==> src/rtl/alux_seq.sv <==
// alux_seq: command FIFO and issue sequencer for the complex ALU (ALUX), with a valid/ready result port.
// Optional WAIT timeout is built only when ALUX_SEQ_TIMEOUT_EN is defined.
module alux_seq #(
   parameter int DEPTH   = 4,
   parameter int TIMEOUT = 64
) (
   input  logic        clock,
   input  logic        reset,
   input  logic        cmd_valid,
   output logic        cmd_ready,
   input  logic [3:0]  cmd_opr,
   input  logic [63:0] cmd_a,
   input  logic [63:0] cmd_b,
   output logic        alu_start,
   output logic [3:0]  alu_opr,
   output logic [63:0] alu_inA,
   output logic [63:0] alu_inB,
   input  logic        alu_done,
   input  logic [63:0] alu_result,
   output logic        res_valid,
   input  logic        res_ready,
   output logic [63:0] res_data,
   output logic [3:0]  res_opr,
   output logic        res_err,
   output logic        busy
);

   localparam int AW = $clog2(DEPTH);
   localparam logic [AW:0] FULL = (AW+1)'(DEPTH);

   typedef enum logic [1:0] {IDLE, ISSUE, WAIT, RESP} state_t;

   state_t        state;
   logic [3:0]    fifo_opr [DEPTH];
   logic [63:0]   fifo_a   [DEPTH];
   logic [63:0]   fifo_b   [DEPTH];
   logic [AW-1:0] wr_ptr;
   logic [AW-1:0] rd_ptr;
   logic [AW:0]   count;
   logic          push;
   logic          pop;
   logic          fifo_empty;
   logic [3:0]    head_opr;
   logic          head_legal;
   logic          timeout_hit;

   function automatic logic is_legal(input logic [3:0] op);
      case (op)
         4'd0, 4'd1, 4'd2, 4'd3, 4'd4, 4'd6, 4'd8, 4'd9, 4'd10: is_legal = 1'b1;
         default:                                               is_legal = 1'b0;
      endcase
   endfunction

   // cmd_ready is held low during reset so no command slips in while state is being cleared
   assign cmd_ready  = !reset && (count != FULL);
   assign push       = cmd_valid && cmd_ready;
   assign fifo_empty = (count == '0);
   assign pop        = (state == IDLE) && !fifo_empty;
   assign head_opr   = fifo_opr[rd_ptr];
   assign head_legal = is_legal(head_opr);
   assign busy       = !fifo_empty || (state != IDLE);

   always_ff @(posedge clock) begin
      if (push) begin
         fifo_opr[wr_ptr] <= cmd_opr;
         fifo_a[wr_ptr]   <= cmd_a;
         fifo_b[wr_ptr]   <= cmd_b;
      end
   end

   always_ff @(posedge clock) begin
      if (reset) begin
         wr_ptr <= '0;
         rd_ptr <= '0;
         count  <= '0;
      end else begin
         if (push) wr_ptr <= wr_ptr + AW'(1);
         if (pop)  rd_ptr <= rd_ptr + AW'(1);
         case ({push, pop})
            2'b10:   count <= count + (AW+1)'(1);
            2'b01:   count <= count - (AW+1)'(1);
            default: count <= count;
         endcase
      end
   end

`ifdef ALUX_SEQ_TIMEOUT_EN
   localparam int TW = $clog2(TIMEOUT + 1);
   logic [TW-1:0] wait_cnt;

   // Counts completed WAIT cycles; expiry fires on the TIMEOUT-th one
   always_ff @(posedge clock) begin
      if (reset || state != WAIT) wait_cnt <= '0;
      else                        wait_cnt <= wait_cnt + TW'(1);
   end

   assign timeout_hit = (state == WAIT) && (wait_cnt == TW'(TIMEOUT - 1));
`else
   logic unused_timeout;
   assign unused_timeout = ^TIMEOUT;
   assign timeout_hit    = 1'b0;
`endif

   always_ff @(posedge clock) begin
      if (reset) begin
         state     <= IDLE;
         alu_start <= 1'b0;
         alu_opr   <= '0;
         alu_inA   <= '0;
         alu_inB   <= '0;
         res_valid <= 1'b0;
         res_data  <= '0;
         res_opr   <= '0;
         res_err   <= 1'b0;
      end else begin
         alu_start <= 1'b0;
         unique case (state)
            IDLE: begin
               if (!fifo_empty) begin
                  if (head_legal) begin
                     alu_opr   <= head_opr;
                     alu_inA   <= fifo_a[rd_ptr];
                     alu_inB   <= fifo_b[rd_ptr];
                     alu_start <= 1'b1;
                     state     <= ISSUE;
                  end else begin
                     res_data  <= '0;
                     res_err   <= 1'b1;
                     res_opr   <= head_opr;
                     res_valid <= 1'b1;
                     state     <= RESP;
                  end
               end
            end
            ISSUE: state <= WAIT;
            WAIT: begin
               // A done coinciding with expiry still delivers the real result
               if (alu_done) begin
                  res_data  <= alu_result;
                  res_err   <= 1'b0;
                  res_opr   <= alu_opr;
                  res_valid <= 1'b1;
                  state     <= RESP;
               end else if (timeout_hit) begin
                  res_data  <= '0;
                  res_err   <= 1'b1;
                  res_opr   <= alu_opr;
                  res_valid <= 1'b1;
                  state     <= RESP;
               end
            end
            RESP: begin
               if (res_ready) begin
                  res_valid <= 1'b0;
                  state     <= IDLE;
               end
            end
            default: state <= IDLE;
         endcase
      end
   end

endmodule

==> config.mk <==
export PLATFORM = sky130hd
export DESIGN_NAME = alux_seq
export DESIGN_NICKNAME = d
export VERILOG_FILES = /design/src/rtl/alux_seq.sv
export SDC_FILE = /design/constraint.sdc
export NUM_CORES = 1
export LEC_CHECK = 0
export BUFFER_PORTS_ARGS = -buffer_cell sky130_fd_sc_hd__buf_2
export CAP_MARGIN = 10
export CORE_ASPECT_RATIO = 2
export CORE_MARGIN = 1
export CORE_UTILIZATION = 60
export DETAILED_ROUTE_END_ITERATION = 10
export PLACE_DENSITY_LB_ADDON = 0.15
export SLEW_MARGIN = 20
export SYNTH_ARGS = -nofsm -noshare
export SYNTH_HDL_FRONTEND = slang
export SYNTH_SLANG_ARGS = --single-unit
export TNS_END_PERCENT = 30
==> constraint.sdc <==
create_clock -name clock -period 7.35 [get_ports clock]
set_input_delay 0.3675 -clock clock [delete_from_list [all_inputs] [get_ports clock]]
set_output_delay 0.3675 -clock clock [all_outputs]
set_load 0.03 [all_outputs]
==> reports/metrics.yaml, run 1 <==
synthesis.area_mm2: 0.0285
vdd_drop_max_uv: 321
yosysMostFrequentCell: "edfxtp_1"
syn_inst: 1721
hold_path.class: "primary input to register"
finalClockSkew_ns: 0.0175
io_pins: 406
wl_met2_mm: 36.4
vias: 17600
swShare: 0.332
yosysSeqAreaShare: 0.706
slew_headroom: 0.230
ctsHoldBuffers: 140
power.switching_w: 0.00398
setup-violations-final: 0
synth.avg_cell_area_um2: 16.6
power_density_mw_per_mm2: 349
power_frac_comb: 0.281
fp.coreArea_mm2: 0.0468
num_rows: 112
htree_levels: 2
die_area_mm2: 0.0485
synth_area_leaders: "edfxtp_1, dfxtp_1, mux4_2"
fin_cells: 2871
syn_to_final_growth_pct: 20.6
leakage_nw: 12.0
slew_violations: 0
synth_nets: 1933
post-route-period-util: 0.514
cp-start-kind: "register"
yosysWarnings: 0
topRoutingLayerUsed: "met5"
hold_viol_final: 0
clock_latency_ns: 0.62
worstMarginPinSlew_ns: 1.16
firstDrtPassIters: 5
wl_met3_mm: 4.99
grt_max_degree: 129
die_height_um: 310
cts-resized-gates: 0
synth_top_area_share: 0.556
antenna_found_initial: 10
clockPowerShare: 0.286
die_w_um: 156
ctsLongestPathBuffers: 3
drive_gt1_frac: 0.304
root_buffer: "clkbuf_16"
final_area_mm2: 0.0344
seq_power_share: 0.433
cp_max_fo: 73
finalWirelength_mm: 69.0
postCtsSetupRepairBufs: 0
place.gp.congestion: 0.765
n_fill_cell: 2995
worst_ep_required_time_ns: 7.57
fmax_mhz: 265
finalCriticalPeriod_ns: 3.78
wl_per_cell_um: 24.0
cts_tree: "built"
synth_common_cells: "edfxtp_1, dfxtp_1, a21oi_1"
synth.distinct_cells: 44
nets: 2397
rsz0062_at_grt: "no"
status: "completed"
start_util: 0.610
crit_arrival_ns: 4.00
intPower_w: 0.00803
setup-tns-final_ns: 0
grt_use_total: 0.288
maxCapViolations: 0
drtAntennaViolNets: 0
synth_flop_cell: "edfxtp_1"
cts_sinks: 742
wl_met1_mm: 24.8
first_iter_violations: 1517
overflow: 0
remaining_drc_errors: 0
synthArstFlopShare: 0
place_area_mm2: 0.0309
cp-end-kind: "register"
synth_largest_area_cell: "edfxtp_1"
grt_pass1_wl_mm: 104
dp_cells: 2612
portBuffers: 405
grt_pass1_vias: 18400
clk_pin_slew_ns: 0.07
routed_via_density: 6.14
synth_edf_count: 528
cts_buffers: 58
dp_hpwl_mm: 39.7
ys_ff_latch: 742
critPathKind: "register to register"
==> layer usage <==
metal,vias to the layer above,global-route usage
li1,7783,-
met1,8877,0.335
met2,799,0.513
met3,158,0.0500
met4,2,0.139
met5,-,0
==> critical path: stages (launching register included) <==
cell	delay, ns
dfxtp_1	0.45
nor2_1	0.11
a211oi_1	0.82
and2_4	0.91
buf_4	0.97
==> sequential cells by signal, summed over array words and instances (netlist names), named ones only <==
name / flops
state: 2
wr_ptr: 2
res_err: 1
count: 3
alu_inB: 64
fifo_a: 256
alu_opr: 4
res_data: 64
alu_inA: 64
rd_ptr: 2
alu_start: 1
fifo_b: 256
fifo_opr: 16
res_valid: 1
res_opr: 4
==> area by class of cell <==
class / instances / area (um^2) / share of cell area
antenna: 9 / 22.5 / 0.000654
clock buffer: 79 / 1700 / 0.0493
clock inverter: 31 / 437 / 0.0127
inverter: 10 / 40.0 / 0.00116
multi-input combinational: 806 / 7670 / 0.223
sequential: 742 / 20100 / 0.585
tap: 627 / 785 / 0.0228
timing repair buffer: 567 / 3620 / 0.105
==> cell usage in the layout, fill, tap and decap left out, types with 2 or more instances in the layout <==
cell type / synthesis / final
xor2_1: 3 / 3
and2_4: 0 / 4
clkinv_4: 0 / 2
ha_1: 10 / 9
nand2b_1: 66 / 66
clkbuf_1: 106 / 9
mux2_2: 5 / 5
buf_4: 15 / 20
inv_1: 9 / 10
dlygate4sd3_1: 0 / 140
dfxtp_1: 214 / 212
mux2i_1: 68 / 68
nand3b_1: 65 / 65
nand2_1: 7 / 7
diode_2: 0 / 9
nand4_1: 128 / 128
a21oi_1: 137 / 137
edfxtp_1: 528 / 528
clkbuf_16: 0 / 62
o31ai_1: 131 / 130
mux4_2: 132 / 132
clkinvlp_4: 0 / 3
clkinv_2: 0 / 12
clkbuf_8: 0 / 8
nor2_1: 19 / 19
nor2b_1: 6 / 6
buf_2: 32 / 404
dfxtp_4: 0 / 2
buf_6: 5 / 2
a211oi_1: 3 / 3
xnor2_1: 2 / 2
bufinv_16: 0 / 10
==> power groups by stage <==
stage	logic [W]	registers [W]	clock network (W)
2_1_floorplan	0.00190	0.00574	0
3_3_place_gp	0.00322	0.00529	0
3_5_place_dp	0.00330	0.00529	0
4_1_cts	0.00338	0.00520	0.00349
5_1_grt	0.00359	0.00524	0.00364
6_report	0.00338	0.00520	0.00343
==> through the flow <==
step                      utilization  setup WS [ns]  hold WS (ns)  total power (W)
after detailed placement        0.659           3.34         0.457          0.00859
after global routing            0.735           3.32        0.0164           0.0125
after CTS                       0.735           3.58      0.000173           0.0121
after floorplan                     -           2.71         0.465          0.00764
final                           0.735           3.57        0.0309           0.0120
after global placement          0.659           3.42         0.452          0.00850
==> cell families after synthesis <==
logic type / after synthesis / share of synthesized area
AOI/OAI and AO/OA: 281 / 0.0623
xor gates and xnor gates: 5 / 0.00154
adders and majority gates: 12 / 0.00544
buffers and inverters: 173 / 0.0275
DFF: 742 / 0.706
muxes: 206 / 0.130
and+or+nand+nor: 302 / 0.0670
==> path summary, 6_finish.rpt <==
path,start,end,slack (ns),cells past startpoint
setup / recovery,count[0],fifo_b[2][2],3.57,4
hold / removal,alu_result[49],res_data[49],0.03,3
setup reg to reg,count[0],fifo_b[2][2],3.57,4
hold reg to reg,alu_inB[3],alu_inB[3],0.47,2
Note: power is estimated with default switching activity, not from simulation.
==> inputs of run 2 (changes only) <==
Settings changed: CORE_UTILIZATION 60 to 57.
Clock period 7.35 ns to 3.6 ns, I/O delays scaled along.
==> reports/metrics.yaml, run 2 (synthesis gave the netlist of run 1 again) <==
post-route-period-util: 0.871
finalClockSkew_ns: 0.0233
num_rows: 115
cts_sinks: 742
drtAntennaViolNets: 0
maxCapViolations: 0
drive_gt1_frac: 0.300
power_density_mw_per_mm2: 699
io_pins: 406
start_util: 0.578
dp_cells: 2640
postCtsSetupRepairBufs: 0
grt_max_degree: 158
dp_hpwl_mm: 39.4
hold_path.class: "primary input to register"
vias: 18000
firstDrtPassIters: 5
wl_per_cell_um: 23.8
fmax_mhz: 319
slowest_delay_ns: 0.88
cp-start-kind: "register"
fp.coreArea_mm2: 0.0494
hold_viol_final: 0
place.gp.congestion: 0.806
die_w_um: 160
worst_ep_required_time_ns: 4.13
regArea_mm2: 0.0201
grt_use_total: 0.276
setup-violations-final: 0
layout_commonest_cell: "edfxtp_1"
status: "completed"
cp_max_fo: 41
htree_levels: 2
vdd_drop_max_uv: 812
grt_pass1_wl_mm: 108
crit_chain: "inv_1 > ha_1 > or4b_2 > o211ai_1 > a31oi_4 > buf_4 > mux2i_1"
crit_arrival_ns: 3.66
cpMaxStageDelayCell: "a31oi_4"
finalWirelength_mm: 70.4
final_cell_mix: "edfxtp_1, buf_2, dfxtp_1"
cp-end-kind: "register"
clk_pin_slew_ns: 0.07
cts_buffers: 61
ctsLongestPathBuffers: 3
power.total_w: 0.0247
syn_to_final_growth_pct: 23.6
cts_tree: "built"
finalCriticalPeriod_ns: 3.14
routed_via_density: 6.07
slew_headroom: 0.254
leakage_nw: 12.3
rsz0062_at_grt: "no"
slew_violations: 0
critPathKind: "register to register"
reg_top3: "fifo_a: 256 flops, fifo_b: 256 flops"
die_area_mm2: 0.0510
n_fill_cell: 3177
multi_input_area_mm2: 0.00767
fin_cells: 2962
whs_ns: 0.0936
portBuffers: 405
clock_latency_ns: 0.62
die_height_um: 318
worstMarginPinSlew_ns: 1.12
remaining_drc_errors: 0
root_buffer: "clkbuf_16"
grt_pass1_vias: 19200
nets: 2469
first_iter_violations: 1447
overflow: 0
antenna_found_initial: 9
[run 2: cell count changes in the layout (fill, tap and decap cells not counted), moves of 2 or more]
cell,before,now
bufinv_16,10,8
buf_12,1,17
clkinv_2,12,16
clkinv_1,1,6
dlygate4sd3_1,140,196
buf_6,2,0
buf_4,20,18
[run 2: power breakdown]
part	switching (W)	leakage, nW	total, W	internal (W)
logic	0.00471	4.74	0.00715	0.00243
clock network	0.00297	1.04	0.00689	0.00392
registers	0.000547	6.53	0.0106	0.0101
total	0.00823	12.3	0.0247	0.0164
[run 2: timing repair]
| item | in CTS | in global routing |
|---|---|---|
| hold buffers | 196 | 0 |
| gates resized for setup | 0 | 0 |
| endpoints found under the hold margin | 592 | 0 |
| setup endpoints to repair | 0 | 0 |
[run 2: layout make-up]
| type | instances | share of cell area |
|---|---|---|
| well taps | 643 | 0.0228 |
| diodes | 10 | 0.000710 |
| clock inverters | 35 | 0.0111 |
| clock buffers | 80 | 0.0485 |
| multi-input cells | 806 | 0.217 |
| inverters | 10 | 0.00114 |
| repair buffers | 636 | 0.127 |
| flip-flops and latches | 742 | 0.571 |
[run 2: metal layers]
| layer | GRT usage | up-vias | routed length (um) |
|---|---|---|---|
| met2 | 0.505 | 850 | 37200 |
| met4 | 0.121 | 2 | 2420 |
| met3 | 0.0505 | 153 | 5500 |
| li1 | - | 7934 | - |
| met1 | 0.310 | 9051 | 25300 |
| met5 | 0 | - | 10 |
[run 2: critical path, delay by kind of cell, from the launching register on]
family / cells / cell delay, ns
buffers and inverters: 2 / 0.80
muxes: 1 / 0.32
AOI/OAI and AO/OA: 2 / 1.04
and+or+nand+nor: 1 / 0.23
adders and majority gates: 1 / 0.20
DFF: 1 / 0.39
[run 2: path summary, 6_finish.rpt]
check	start	endpoint	slack, ns	cells after the start
worst max-delay path	state[1]	res_data[18]	0.46	7
worst min-delay path	cmd_valid	wr_ptr[1]	0.09	6
worst max register to register	state[1]	res_data[18]	0.46	7
worst min register to register	alu_inA[26]	alu_inA[26]	0.47	2
[run 2: per-stage QoR]
stage | util | setup TNS (ns) | cell area [um^2] | setup WS (ns)
after floorplan | - | -273.16 | 28500 | -1.03
after global placement | 0.631 | 0 | 31200 | 0.631
after detailed placement | 0.631 | 0 | 31200 | 0.504
after CTS | 0.714 | 0 | 35200 | 0.500
after global routing | 0.714 | 0 | 35300 | 0.304
final | 0.714 | 0 | 35300 | 0.463
==> inputs of run 3 (changes only) <==
Settings changed: CELL_PAD_IN_SITES_DETAIL_PLACEMENT set to 0, CELL_PAD_IN_SITES_GLOBAL_PLACEMENT set to 2, CORE_UTILIZATION 57 to 41.
Clock period 3.6 ns to 3.3 ns, I/O delays scaled along.
==> reports/metrics.yaml, run 3 (synthesis gave the netlist of run 1 again) <==
finalClockSkew_ns: 0.0287
cp_max_fo: 57
drtAntennaViolNets: 0
cp-end-kind: "register"
vias: 17500
grt_pass1_vias: 18800
first_iter_violations: 813
hold_viol_final: 0
place_area_mm2: 0.0316
firstDrtPassIters: 4
leakage_nw: 12.5
fp.coreArea_mm2: 0.0687
clock_latency_ns: 0.64
rsz0062_at_grt: "no"
ctsLongestPathBuffers: 3
worstMarginPinSlew_ns: 1.09
antenna_found_initial: 4
drive_gt1_frac: 0.304
critPathKind: "register to register"
power_density_mw_per_mm2: 774
grt_pass1_wl_mm: 113
remaining_drc_errors: 0
place.gp.congestion: 0.741
post-route-period-util: 0.781
cts_sinks: 742
finalWirelength_mm: 74.2
syn_to_final_growth_pct: 26.0
finalCriticalPeriod_ns: 2.58
die_area_mm2: 0.0707
root_buffer: "clkbuf_16"
dp_cells: 2902
cts_tree: "built"
worst_ep_required_time_ns: 3.76
slew_headroom: 0.274
num_rows: 136
die_w_um: 189
cp-start-kind: "register"
io_pins: 406
maxCapViolations: 0
grt_use_total: 0.211
portBuffers: 405
hold_path.class: "primary input to register"
crit_arrival_ns: 3.04
final_cell_mix: "edfxtp_1, buf_2, dfxtp_1"
grt_max_degree: 227
die_height_um: 375
cts_buffers: 69
vdd_drop_max_uv: 1140
reg_top3: "fifo_a: 256 flops, fifo_b: 256 flops"
hold_depth: 3
nets: 2485
routed_via_density: 5.43
htree_levels: 3
fin_cells: 3230
r2r_cells: 5
final_area_mm2: 0.0359
postCtsSetupRepairBufs: 0
layout_commonest_cell: "edfxtp_1"
fmax_mhz: 388
setup-violations-final: 0
wl_per_cell_um: 23.0
power.total_w: 0.0278
clk_pin_slew_ns: 0.07
start_util: 0.415
whs_ns: 0.0882
fin_util: 0.523
slew_violations: 0
overflow: 0
status: "completed"
dp_hpwl_mm: 42.9
==> run 3: changes by cell type in the layout (fill, tap and decap cells not counted), moves of 2 or more <==
| cell | change |
|---|---|
| clkbuf_16 | +9 |
| clkbuf_1 | +4 |
| clkinvlp_2 | +2 |
| clkinv_2 | -7 |
| clkbuf_8 | -2 |
| diode_2 | -6 |
| buf_12 | +7 |
| clkinv_4 | -2 |
| clkinvlp_4 | +5 |
| inv_6 | +4 |
==> run 3: cell type report <==
| type | instances | area, um^2 |
|---|---|---|
| Antenna cell | 4 | 10.0 |
| Fill cell | 5762 | 32800 |
| Sequential cell | 742 | 20100 |
| Clock buffer | 91 | 1920 |
| Clock inverter | 36 | 413 |
| Tap cell | 897 | 1120 |
| Inverter | 10 | 42.5 |
| Multi-Input combinational cell | 806 | 7670 |
| Timing Repair Buffer | 644 | 4620 |
==> run 3: routing by layer <==
layer / GRT usage / up-vias / routed length (um)
met5: 0 / - / 0
met4: 0.0740 / 0 / 1910
met3: 0.0578 / 101 / 4990
met2: 0.372 / 564 / 37900
met1: 0.243 / 8895 / 29400
li1: - / 7988 / -
==> run 3: worst paths after layout <==
path                                  from           to  slack (ns)
worst max-delay path              register  alu_inA[11]        0.72
worst min register to register  alu_inB[4]   alu_inB[4]        0.46
worst max register to register    register  alu_inA[11]        0.72
worst min-delay path                 reset  res_data[1]        0.09
==> run 3: repair_timing <==
action,CTS,global route
endpoints found under the hold margin,593,0
hold buffers,197,0
resized for setup,0,0
==> run 3: metrics by stage <==
step	setup TNS [ns]	setup slack [ns]
global route	0	0.525
floorplan	-352.36	-1.33
finish	0	0.724
global placement	0	0.784
detailed placement	0	0.718
CTS	0	0.715
==> run 3: worst max-delay path, stage by stage, from the launching register on <==
cell and delay (ns):
dfxtp_1 0.46, mux4_2 0.68, o21a_4 0.50, buf_12 0.33
o31ai_1 0.29, a21oi_1 0.11
==> run 3: power by group <==
group	internal, W	total (W)	switching (W)
Combinational	0.00278	0.00805	0.00528
Clock	0.00476	0.00827	0.00350
Sequential	0.0110	0.0115	0.000528
